==> config.mk <==
export PLATFORM = sky130hd
export DESIGN_NAME = truth_table_sweeper
export DESIGN_NICKNAME = d
export VERILOG_FILES = /design/src/rtl/truth_table_sweeper.sv
export SDC_FILE = /design/constraint.sdc
export NUM_CORES = 1
export LEC_CHECK = 0
export CORE_UTILIZATION = 45
export CTS_BUF_LIST = sky130_fd_sc_hd__clkbuf_2
export DETAILED_ROUTE_END_ITERATION = 8
export PLACE_DENSITY_LB_ADDON = 0.08
export SLEW_MARGIN = 20
export SYNTH_ARGS = -nofsm -noshare
export SYNTH_HDL_FRONTEND = slang
export SYNTH_SLANG_ARGS = --single-unit
==> constraint.sdc <==
create_clock -name clk -period 3.92 [get_ports clk]
set_input_delay 0.588 -clock clk [delete_from_list [all_inputs] [get_ports clk]]
set_output_delay 0.588 -clock clk [all_outputs]
set_load 0.01 [all_outputs]
==> src/rtl/truth_table_sweeper.sv <==
// Truth-table sweeper: walks a combinational block through every input vector,
// captures its true/complement outputs and grades the result against EXPECTED.
module truth_table_sweeper #(
    parameter int                   N_IN        = 3,
    parameter int                   HOLD_CYCLES = 4,
    parameter logic [(2**N_IN)-1:0] EXPECTED    = 8'h3A
) (
    input  logic                   clk,
    input  logic                   rst_n,
    input  logic                   start,
    input  logic                   abort,
    input  logic                   f_in,
    input  logic                   fn_in,
    output logic [N_IN-1:0]        vec_out,
    output logic                   busy,
    output logic                   done,
    output logic                   pass,
    output logic [(2**N_IN)-1:0]   tt_out,
    output logic [N_IN:0]          mism_cnt,
    output logic                   comp_err
);

    localparam int NV = 2**N_IN;
    // The hold counter needs at least one bit even when every edge is a sample edge.
    localparam int HW = (HOLD_CYCLES > 1) ? $clog2(HOLD_CYCLES) : 1;
    localparam logic [HW-1:0]   HOLD_LAST = HW'(HOLD_CYCLES - 1);
    localparam logic [N_IN-1:0] VEC_LAST  = '1;

    typedef enum logic [1:0] {
        S_IDLE,
        S_APPLY,
        S_DONE
    } state_t;

    state_t            r_state;
    state_t            w_state_nxt;
    logic [N_IN-1:0]   r_vec;
    logic [N_IN-1:0]   w_vec_nxt;
    logic [HW-1:0]     r_hold;
    logic [HW-1:0]     w_hold_nxt;
    logic [NV-1:0]     r_tt;
    logic [NV-1:0]     w_tt_nxt;
    logic [N_IN:0]     r_mism;
    logic [N_IN:0]     w_mism_nxt;
    logic              r_cerr;
    logic              w_cerr_nxt;
    logic              r_pass;
    logic              w_pass_nxt;
    logic              w_mism_bit;
    logic              w_cerr_bit;

    assign w_mism_bit = (f_in != EXPECTED[r_vec]);
    assign w_cerr_bit = (fn_in == f_in);

    always_ff @(posedge clk or negedge rst_n) begin
        if (!rst_n) begin
            r_state <= S_IDLE;
            r_vec   <= '0;
            r_hold  <= '0;
            r_tt    <= '0;
            r_mism  <= '0;
            r_cerr  <= 1'b0;
            r_pass  <= 1'b0;
        end else begin
            r_state <= w_state_nxt;
            r_vec   <= w_vec_nxt;
            r_hold  <= w_hold_nxt;
            r_tt    <= w_tt_nxt;
            r_mism  <= w_mism_nxt;
            r_cerr  <= w_cerr_nxt;
            r_pass  <= w_pass_nxt;
        end
    end

    // Abort outranks both a start in IDLE and a coincident sample edge in APPLY.
    always_comb begin
        w_state_nxt = r_state;
        w_vec_nxt   = r_vec;
        w_hold_nxt  = r_hold;
        w_tt_nxt    = r_tt;
        w_mism_nxt  = r_mism;
        w_cerr_nxt  = r_cerr;
        w_pass_nxt  = r_pass;
        case (r_state)
            S_IDLE: begin
                if (start && !abort) begin
                    w_state_nxt = S_APPLY;
                    w_vec_nxt   = '0;
                    w_hold_nxt  = '0;
                    w_tt_nxt    = '0;
                    w_mism_nxt  = '0;
                    w_cerr_nxt  = 1'b0;
                    w_pass_nxt  = 1'b0;
                end
            end
            S_APPLY: begin
                if (abort) begin
                    w_state_nxt = S_IDLE;
                    w_vec_nxt   = '0;
                    w_hold_nxt  = '0;
                    w_pass_nxt  = 1'b0;
                end else if (r_hold == HOLD_LAST) begin
                    w_hold_nxt      = '0;
                    w_tt_nxt[r_vec] = f_in;
                    w_mism_nxt      = r_mism + {{N_IN{1'b0}}, w_mism_bit};
                    w_cerr_nxt      = r_cerr | w_cerr_bit;
                    if (r_vec == VEC_LAST) begin
                        w_state_nxt = S_DONE;
                        w_pass_nxt  = (w_mism_nxt == '0) && !w_cerr_nxt;
                    end else begin
                        w_vec_nxt = r_vec + 1'b1;
                    end
                end else begin
                    w_hold_nxt = r_hold + 1'b1;
                end
            end
            S_DONE: begin
                w_state_nxt = S_IDLE;
            end
            default: begin
                w_state_nxt = S_IDLE;
            end
        endcase
    end

    assign vec_out  = r_vec;
    assign busy     = (r_state != S_IDLE);
    assign done     = (r_state == S_DONE);
    assign pass     = r_pass;
    assign tt_out   = r_tt;
    assign mism_cnt = r_mism;
    assign comp_err = r_cerr;

endmodule

# After elaboration in Yosys (flattened, before gate mapping)
# Memory sizes are Yosys's and may differ from the RTL's.
# Index checks and enable logic that the tools add are counted.
[word_totals]
reg_bits = 21
latch_bits = 0
ramBits = 0
mem_bits_ro = 8
inputBits = 6
mem_count = 1
[memory_table]
columns = ["memory", "depth", "word_bits", "rd", "rd_clocked_by_memory_dff", "write_ports", "line", "text"]
rows = [
  ["(name not given)", 8, 1, 1, 0, 0, "52", "assign w_mism_bit = (f_in != EXPECTED[r_vec]);"],
]
[classes]
add_sub_neg = 3
mul = 0
n_div = 0
magnitude_cmp = 2
eq_ne = 12
shift = 0
n_mux = 34
bitwise_logic = 1
n_reduce_logical = 14
[op_table]
columns = ["op", "count"]
rows = [
  ["$mux W8", 3],
  ["$pmux W8 S2", 1],
  ["$mux W2", 7],
  ["$mux W3", 4],
  ["$mux W4", 3],
  ["$reduce_and A4 Y1", 3],
  ["$ne A3 B3 Y1 const B", 3],
  ["$bwmux W8", 1],
  ["$mux W1", 8],
  ["$pmux W2 S2", 2],
  ["$pmux W4 S2", 1],
  ["$ne A2 B2 Y1 const B", 3],
  ["$pmux W3 S2", 1],
  ["$add A4 B1 Y4", 1],
  ["$eq A2 B2 Y1 const B", 2],
  ["$logic_not A4 Y1", 1],
  ["$lt A3 B4 Y1 const B", 1],
  ["$pmux W1 S2", 2],
  ["$reduce_bool A2 Y1", 2],
  ["$add A3 B1 Y3 const B", 1],
  ["$demux W1 S3", 1],
  ["$eq A3 B3 Y1 const B", 1],
  ["$ge A3 B1 Y1 const B", 1],
  ["$logic_and A1 B1 Y1", 3],
  ["9 further kinds", 10],
]

# Longest topological paths before layout
# Gate-level depths: netlist of run 1.
[logic_depth]
depth_word = 10
ltp_mapped = 10
depth_no_buf = 9

# Worst setup path before layout of run 1
# OpenSTA, ideal clock, no wires.
[synth_path]
kind = "register to register"
startpoint = "register r_vec[2], in the netlist vec_out[2]"
endpoint = "register r_pass, in the netlist pass"
arrival_time_ns = 2.009
required_time_ns = 3.843
setup_slack_ns = 1.834
path_stages_with_launch = 11
synth_period_minus_slack_ns = 2.086
cell_sequence = "dfrtp_1 clkbuf_1 nor2b_1 nor2_1 xnor2_1 ha_1 ha_1 xor2_1 nor3_1 nand4_1 o21ai_1"
[synth_via]
elab_chain_len = 10
word_cells_on_any_way = 13
[synth_rtl]
columns = ["item", "line", "text"]
rows = [
  ["start: declaration", "37", "logic [N_IN-1:0] r_vec;"],
  ["start signal: assignment", "66", "r_vec <= w_vec_nxt;"],
  ["$mem_v2 Z8 W1", "--", ""],
  ["$mux W1 (implied by the code)", "52", ""],
  ["$ne A1 B1 Y1", "52", ""],
  ["$add A4 B1 Y4", "105", "w_mism_nxt = r_mism + {{N_IN{1'b0}}, w_mism_bit};"],
  ["$logic_not A4 Y1", "109", "w_pass_nxt = (w_mism_nxt == '0) && !w_cerr_nxt;"],
  ["$logic_and A1 B1 Y1", "109", ""],
  ["$mux W1", "107", "if (r_vec == VEC_LAST) begin"],
  ["$mux W1", "102", "end else if (r_hold == HOLD_LAST) begin"],
  ["$mux W1", "97", "if (abort) begin"],
  ["$pmux W1 S2", "84", "case (r_state)"],
  ["end signal: assignment", "71", "r_pass <= w_pass_nxt;"],
  ["end: declaration", "47", "logic r_pass;"],
]
# Several ways; a longest one is shown, not always the timed one. The select of a mux whose other input is x is not followed.
# A chain may end at the register's enable or synchronous reset.

# Worst setup path after layout of run 1
[layout_path]
startpoint = "register r_state[1]"
endpoint = "output busy"
[layout_via]
elab_chain_len = 1
[layout_rtl]
columns = ["item", "line", "text"]
rows = [
  ["start: declaration", "35", "state_t r_state;"],
  ["start signal: assignment", "65", "r_state <= w_state_nxt;"],
  ["$reduce_bool A2 Y1", "127", "assign busy = (r_state != S_IDLE);"],
  ["end: declaration", "15", "output logic busy,"],
]
# No other way between the ends.

==> results of run 1 <==
## worst register-to-register path: cells and delay by family (launching register included)
family	cells	cell delay (ns)
AO/OA/AOI/OAI	1	0.14
XOR/XNOR	2	0.31
adder cells (fa/ha/maj)	2	0.41
flip-flops	1	0.56
AND/OR/NAND/NOR	4	0.70
## cell families (layout without fill, tap and decap cells)
group,count (synthesis),after routing,synth area share [%]
XOR/XNOR,4,4,3.067
multiplexers,1,1,0.8763
buffers and inverters,11,31,4.162
flip-flops,21,21,46.00
AO/OA/AOI/OAI,37,37,18.84
adder cells (fa/ha/maj),5,5,5.476
AND/OR/NAND/NOR,47,47,21.58
## routing by layer
metal	wire, um	vias up
met5	0	-
met4	9	0
met1	1144	445
met3	89	2
li1	-	485
met2	1130	19
## power breakdown
group	switching [mW]	internal (mW)
combinational	0.0327	0.0265
sequential	0.00910	0.223
clock	0.0679	0.0231
## cell type report
cell class                      count  area, um^2  share of cell area, %
Clock buffer                        3       15.01                  1.071
Clock inverter                      1       5.005                 0.3571
Inverter                            3       11.26                 0.8036
Multi-Input combinational cell     94       569.3                  40.63
Sequential cell                    21       525.5                  37.50
Tap cell                           28       35.03                  2.500
Timing Repair Buffer               24       240.2                  17.14
## path summary, 6_finish.rpt
check                           startpoint    endpoint  cells after the start
worst min-delay path             r_hold[0]   r_hold[0]                      1
min in group asynchronous            rst_n  r_state[1]                      1
worst min register to register   r_hold[0]   r_hold[0]                      1
max in group asynchronous            rst_n   tt_out[4]                      1
worst max register to register  vec_out[0]        pass                      9
worst max-delay path            r_state[1]        busy                      2
## cell usage in the layout (no fill, tap or decap), drive strengths merged
cell type,n
clkdlybuf4s50,24
o21ai,23
dfrtp,21
nand2,18
nor2,7
a21oi,6
nand3,5
ha,5
nor2b,4
inv,3
nor3,3
clkbuf,3
xnor2,2
or3,2
nand2b,2
a32o,2
a31oi,2
xor2,2
and3,2
o31ai,2
or2,1
nor3b,1
mux2i,1
nand4bb,1
o221ai,1
nand4,1
o41ai,1
clkinv,1
## state kept, by name (all words and copies together) (netlist names)
register and count:
tt_out 8, mism_cnt 4, vec_out 3, r_hold 2, r_state 2, comp_err 1, pass 1
## through the flow
stage          power [mW]  worst slack [ns]
2_1_floorplan      0.2707             1.834
3_3_place_gp       0.2942             1.683
3_5_place_dp       0.2951             1.665
4_1_cts            0.3842             1.639
5_1_grt            0.4042             1.505
6_report           0.3821             1.648
==> flow_summary.toml, run 1 <==
[outcome]
status = "finished, final reports clean"

[grt]
grt_max_degree = 22
grt_overflow_total = 0
grt_pass1_vias = 907
antenna_found_initial = 0
grt_use_met3_pct = 6.087
use_met2_pct = 33.76
met1_usage_pct = 25.05
grt_pass1_wl_um = 4008
top_usage_layer = "met2"
grt_use_total_pct = 20.12

[setup_path]
crit_type = "reg -> out"
slowest_stage = "dfrtp_1"
critPathBufInv = 1
end_kind = "output port"
arrival_ns = 1.68
crit_family = "flip-flops"
reg2reg_setup_slack_ns = 1.76
slowest_delay_ns = 0.54
cp_data_required_time_ns = 3.33
cp_cell_sequence = "or2_2, clkdlybuf4s50_1"
path_max_fanout = 11
critPathLaunchType = "register"

[yosys]
synthCells = 126
synthArstFlopShare_pct = 100.0
yosys-top-cells-count = "21 x dfrtp_1, 17 x nand2_1, 17 x o21ai_0, 7 x nor2_1"
yosys_warnings = 0
ys_seq_area_share_pct = 46.00
synth_edf_count = 0
ys_seq_elements = 21
syn_area_mm2 = 0.001142
ys_top_cells_by_area = "dfrtp_1 46%, o21ai_0 7.4%, nand2_1 5.6%"
yosysTopAreaCellShare_pct = 46.00
yosys.area.top_type = "dfrtp_1"
synth_flop_cell = "dfrtp_1"
syn_nets = 137
synth_cell_types = 32
yosysMostFrequentCell = "dfrtp_1"
post_synth.cell_area_avg_um2 = 9.066

[final_layout]
drive_above_1_share_pct = 6.164
nNetsFinal = 158
diodes = 0
syn2layout_area_growth_pct = 22.67
final_core_util_pct = 61.00
fin_cells = 174
nFillCells = 216
postLayoutCellArea_mm2 = 0.001401

[clock_tree]
ctsResizeCount = 0
root_buffer = "clkbuf_2"
cts_tree = "yes"
path_clk_slew_ns = 0.20
cts_max_level = 1
cts_sinks = 21
cts_hold_buf = 0
clk_latency_ns = 0.33
cts_buffers = 3
clock_path_buffers = 2
cts_setup_buffers = 0

[run]
drv_cap = 0

[power_and_ir_drop]
ir_worst_vdd_uv = 248.9
pwr_density_cell_mw_per_mm2 = 272.7
power_leakage_nw = 0.6187

[drt]
drt_iter0_markers = 25
vias = 951
dr.pass1.iters = 4
antenna_left = 0
wl_per_cell_um = 13.64
finalWirelength_um = 2374
vias_per_cell = 5.466
drc = 0

[sta]
min_period_ns = 2.272
layout_worst_path_cycle_share_pct = 57.96
clock.fmax_mhz = 440.1
hold_ws_ns = 0.5117
hold_viol = 0
slew_headroom_pct = 37.02
fin_skew_ns = 0.006157
slew_viol_final = 0
setup_tns_ns = 0
setup_violations = 0
worst_pin_slew_ns = 0.9418
rsz0062_at_grt = "no"

[die]
start_util_pct = 49.73
std_cell_rows = 17
die_h_um = 52.39
die_width_um = 52.39
ioPinCount = 25
die_area_mm2 = 0.002744
core-area_mm2 = 0.002297

[placement]
gp_congestion = 0.8156
port_buffers = 24
hpwl_um = 1694
dp.cells = 170
dpl_cell_area_mm2 = 0.001381

[worst_hold_path]
hp-class = "reg -> reg"
No activity file was read; power rests on OpenSTA's default activity.
==> run 2: changes to the inputs <==
==> constraint.sdc (replaced) <==
create_clock -name clk -period 2.2 [get_ports clk]
set_input_delay 0.33 -clock clk [delete_from_list [all_inputs] [get_ports clk]]
set_output_delay 0.33 -clock clk [all_outputs]
set_load 0.01 [all_outputs]
==> flow_summary.toml, run 2 (synthesis results as in run 1) <==
[clock_tree]
cts_setup_buffers = 0
cts_max_level = 1
ctsResizeCount = 0
cts_tree = "yes"
cts_buffers = 3
clk_latency_ns = 0.33
cts_sinks = 21
clock_path_buffers = 2
cts_hold_buf = 0
path_clk_slew_ns = 0.20
root_buffer = "clkbuf_2"

[setup_path]
crit_type = "reg -> out"
reg2reg_setup_slack_ns = 0.26
regToRegStartpoint = "vec_out[2]"
slowest_delay_ns = 0.54
path_max_fanout = 11
arrival_ns = 1.69
cp_cell_sequence = "or2_2, clkdlybuf4s50_1"
cp_data_required_time_ns = 1.87
slowest_stage = "dfrtp_1"
end_kind = "output port"
critPathBufInv = 1
critPathLaunchType = "register"
crit_family = "flip-flops"
ff2ff_path_depth = 9
regToRegEndpoint = "pass"

[final_layout]
final_cell_mix = "24 x clkdlybuf4s50_1, 21 x dfrtp_1, 17 x nand2_1, 17 x o21ai_0, 7 x nor2_1"
nNetsFinal = 164
multiInputGateArea_um2 = 569.3
drive_above_1_share_pct = 9.868
largest_reg_flops = 8
final_common_cell = "clkdlybuf4s50_1"
syn2layout_area_growth_pct = 26.62
diodes = 0
nFillCells = 208
seq_area_um2 = 525.5
postLayoutCellArea_mm2 = 0.001446

[run]
drv_cap = 0

[sta]
min_period_ns = 2.020
setup_tns_ns = 0
clock.fmax_mhz = 495.0
rsz0062_at_grt = "no"
hold_viol = 0
worst_pin_slew_ns = 0.4418
fin_skew_ns = 0.007718
slew_headroom_pct = 70.55
setup_violations = 0
hold_ws_ns = 0.2941
slew_viol_final = 0
layout_worst_path_cycle_share_pct = 91.83

[power_and_ir_drop]
power_uw = 700.2
power_leakage_nw = 0.6504
ir_worst_vdd_uv = 412.4
pwr_density_cell_mw_per_mm2 = 484.1

[drt]
vias = 1009
dr.pass1.iters = 5
wl_per_cell_um = 13.89
drt_iter0_markers = 18
drc = 0
antenna_left = 0
vias_per_cell = 5.606
finalWirelength_um = 2500

[grt]
grt_pass1_wl_um = 4126
antenna_found_initial = 0
grt_pass1_vias = 943
grt_max_degree = 22
grt_use_total_pct = 20.82
grt_overflow_total = 0

[die]
core-area_mm2 = 0.002297
die_area_mm2 = 0.002744
die_width_um = 52.39
ioPinCount = 25
start_util_pct = 49.73
die_h_um = 52.39
std_cell_rows = 17

[placement]
hpwl_um = 1812
gp_congestion = 0.8165
dpl_cell_area_mm2 = 0.001426
port_buffers = 24

[worst_hold_path]
hp-class = "in -> async"

[outcome]
status = "finished, final reports clean"
==> run 2: cell count changes in the layout (fill, tap and decap cells not counted), sizes merged <==
cell and delta:
clkinv -1, buf +6, clkbuf +1
==> run 2: worst max path at each step <==
| stage | to | slack [ns] | start | cells after the start |
|---|---|---|---|---|
| 3_5_place_dp | pass | 0.20 | f_in | 8 |
| 5_1_grt | pass | 0.05 | vec_out[2] | 9 |
| 3_3_place_gp | pass | 0.25 | f_in | 8 |
| 2_1_floorplan | pass | 0.11 | vec_out[2] | 10 |
| 6_report | busy | 0.18 | r_state[1] | 2 |
| 4_1_cts | busy | 0.16 | r_state[1] | 2 |
==> run 2: through the flow <==
stage | std cells | setup WS (ns) | utilization [%]
2_1_floorplan | 126 | 0.1143 | -
3_3_place_gp | 176 | 0.2496 | 62.09
3_5_place_dp | 176 | 0.1972 | 62.09
4_1_cts | 180 | 0.1623 | 62.96
5_1_grt | 180 | 0.04776 | 62.96
6_report | 180 | 0.1796 | 62.96
==> run 2: where the power goes <==
| group | switching (mW) | internal (mW) | total, mW |
|---|---|---|---|
| logic | 0.0665 | 0.0551 | 0.122 |
| clock network | 0.123 | 0.0481 | 0.171 |
| registers | 0.0102 | 0.397 | 0.407 |
| total | 0.200 | 0.500 | 0.700 |
==> run 2: layer usage <==
metal  up-vias  wire length, um  share of wire [%]  track usage, %
met5         -                0                  0               0
met4         0               12               0.48           5.263
met3         2              126                5.0           6.667
met2        33             1206                 48           35.65
met1       482             1154                 46           24.95
li1        492                -                  -               -
==> run 2: area by class of cell <==
class,instances,share of cell area (%)
Inverter,3,0.7785
Tap cell,28,2.422
Multi-Input combinational cell,94,39.36
Timing Repair Buffer,30,19.72
Clock buffer,4,1.384
Sequential cell,21,36.33
==> run 3: changes to the inputs <==
--- a/config.mk
+++ b/config.mk
@@ -8,7 +8,10 @@
 export CORE_UTILIZATION = 45
 export CTS_BUF_LIST = sky130_fd_sc_hd__clkbuf_2
 export DETAILED_ROUTE_END_ITERATION = 8
+export GPL_ROUTABILITY_DRIVEN = 0
+export HOLD_SLACK_MARGIN = 0.08
 export PLACE_DENSITY_LB_ADDON = 0.08
+export SKIP_CTS_REPAIR_TIMING = 1
 export SLEW_MARGIN = 20
 export SYNTH_ARGS = -nofsm -noshare
 export SYNTH_HDL_FRONTEND = slang
==> results of run 3 <==
No change in the layout: final DEF, timing and power equal those of run 2.
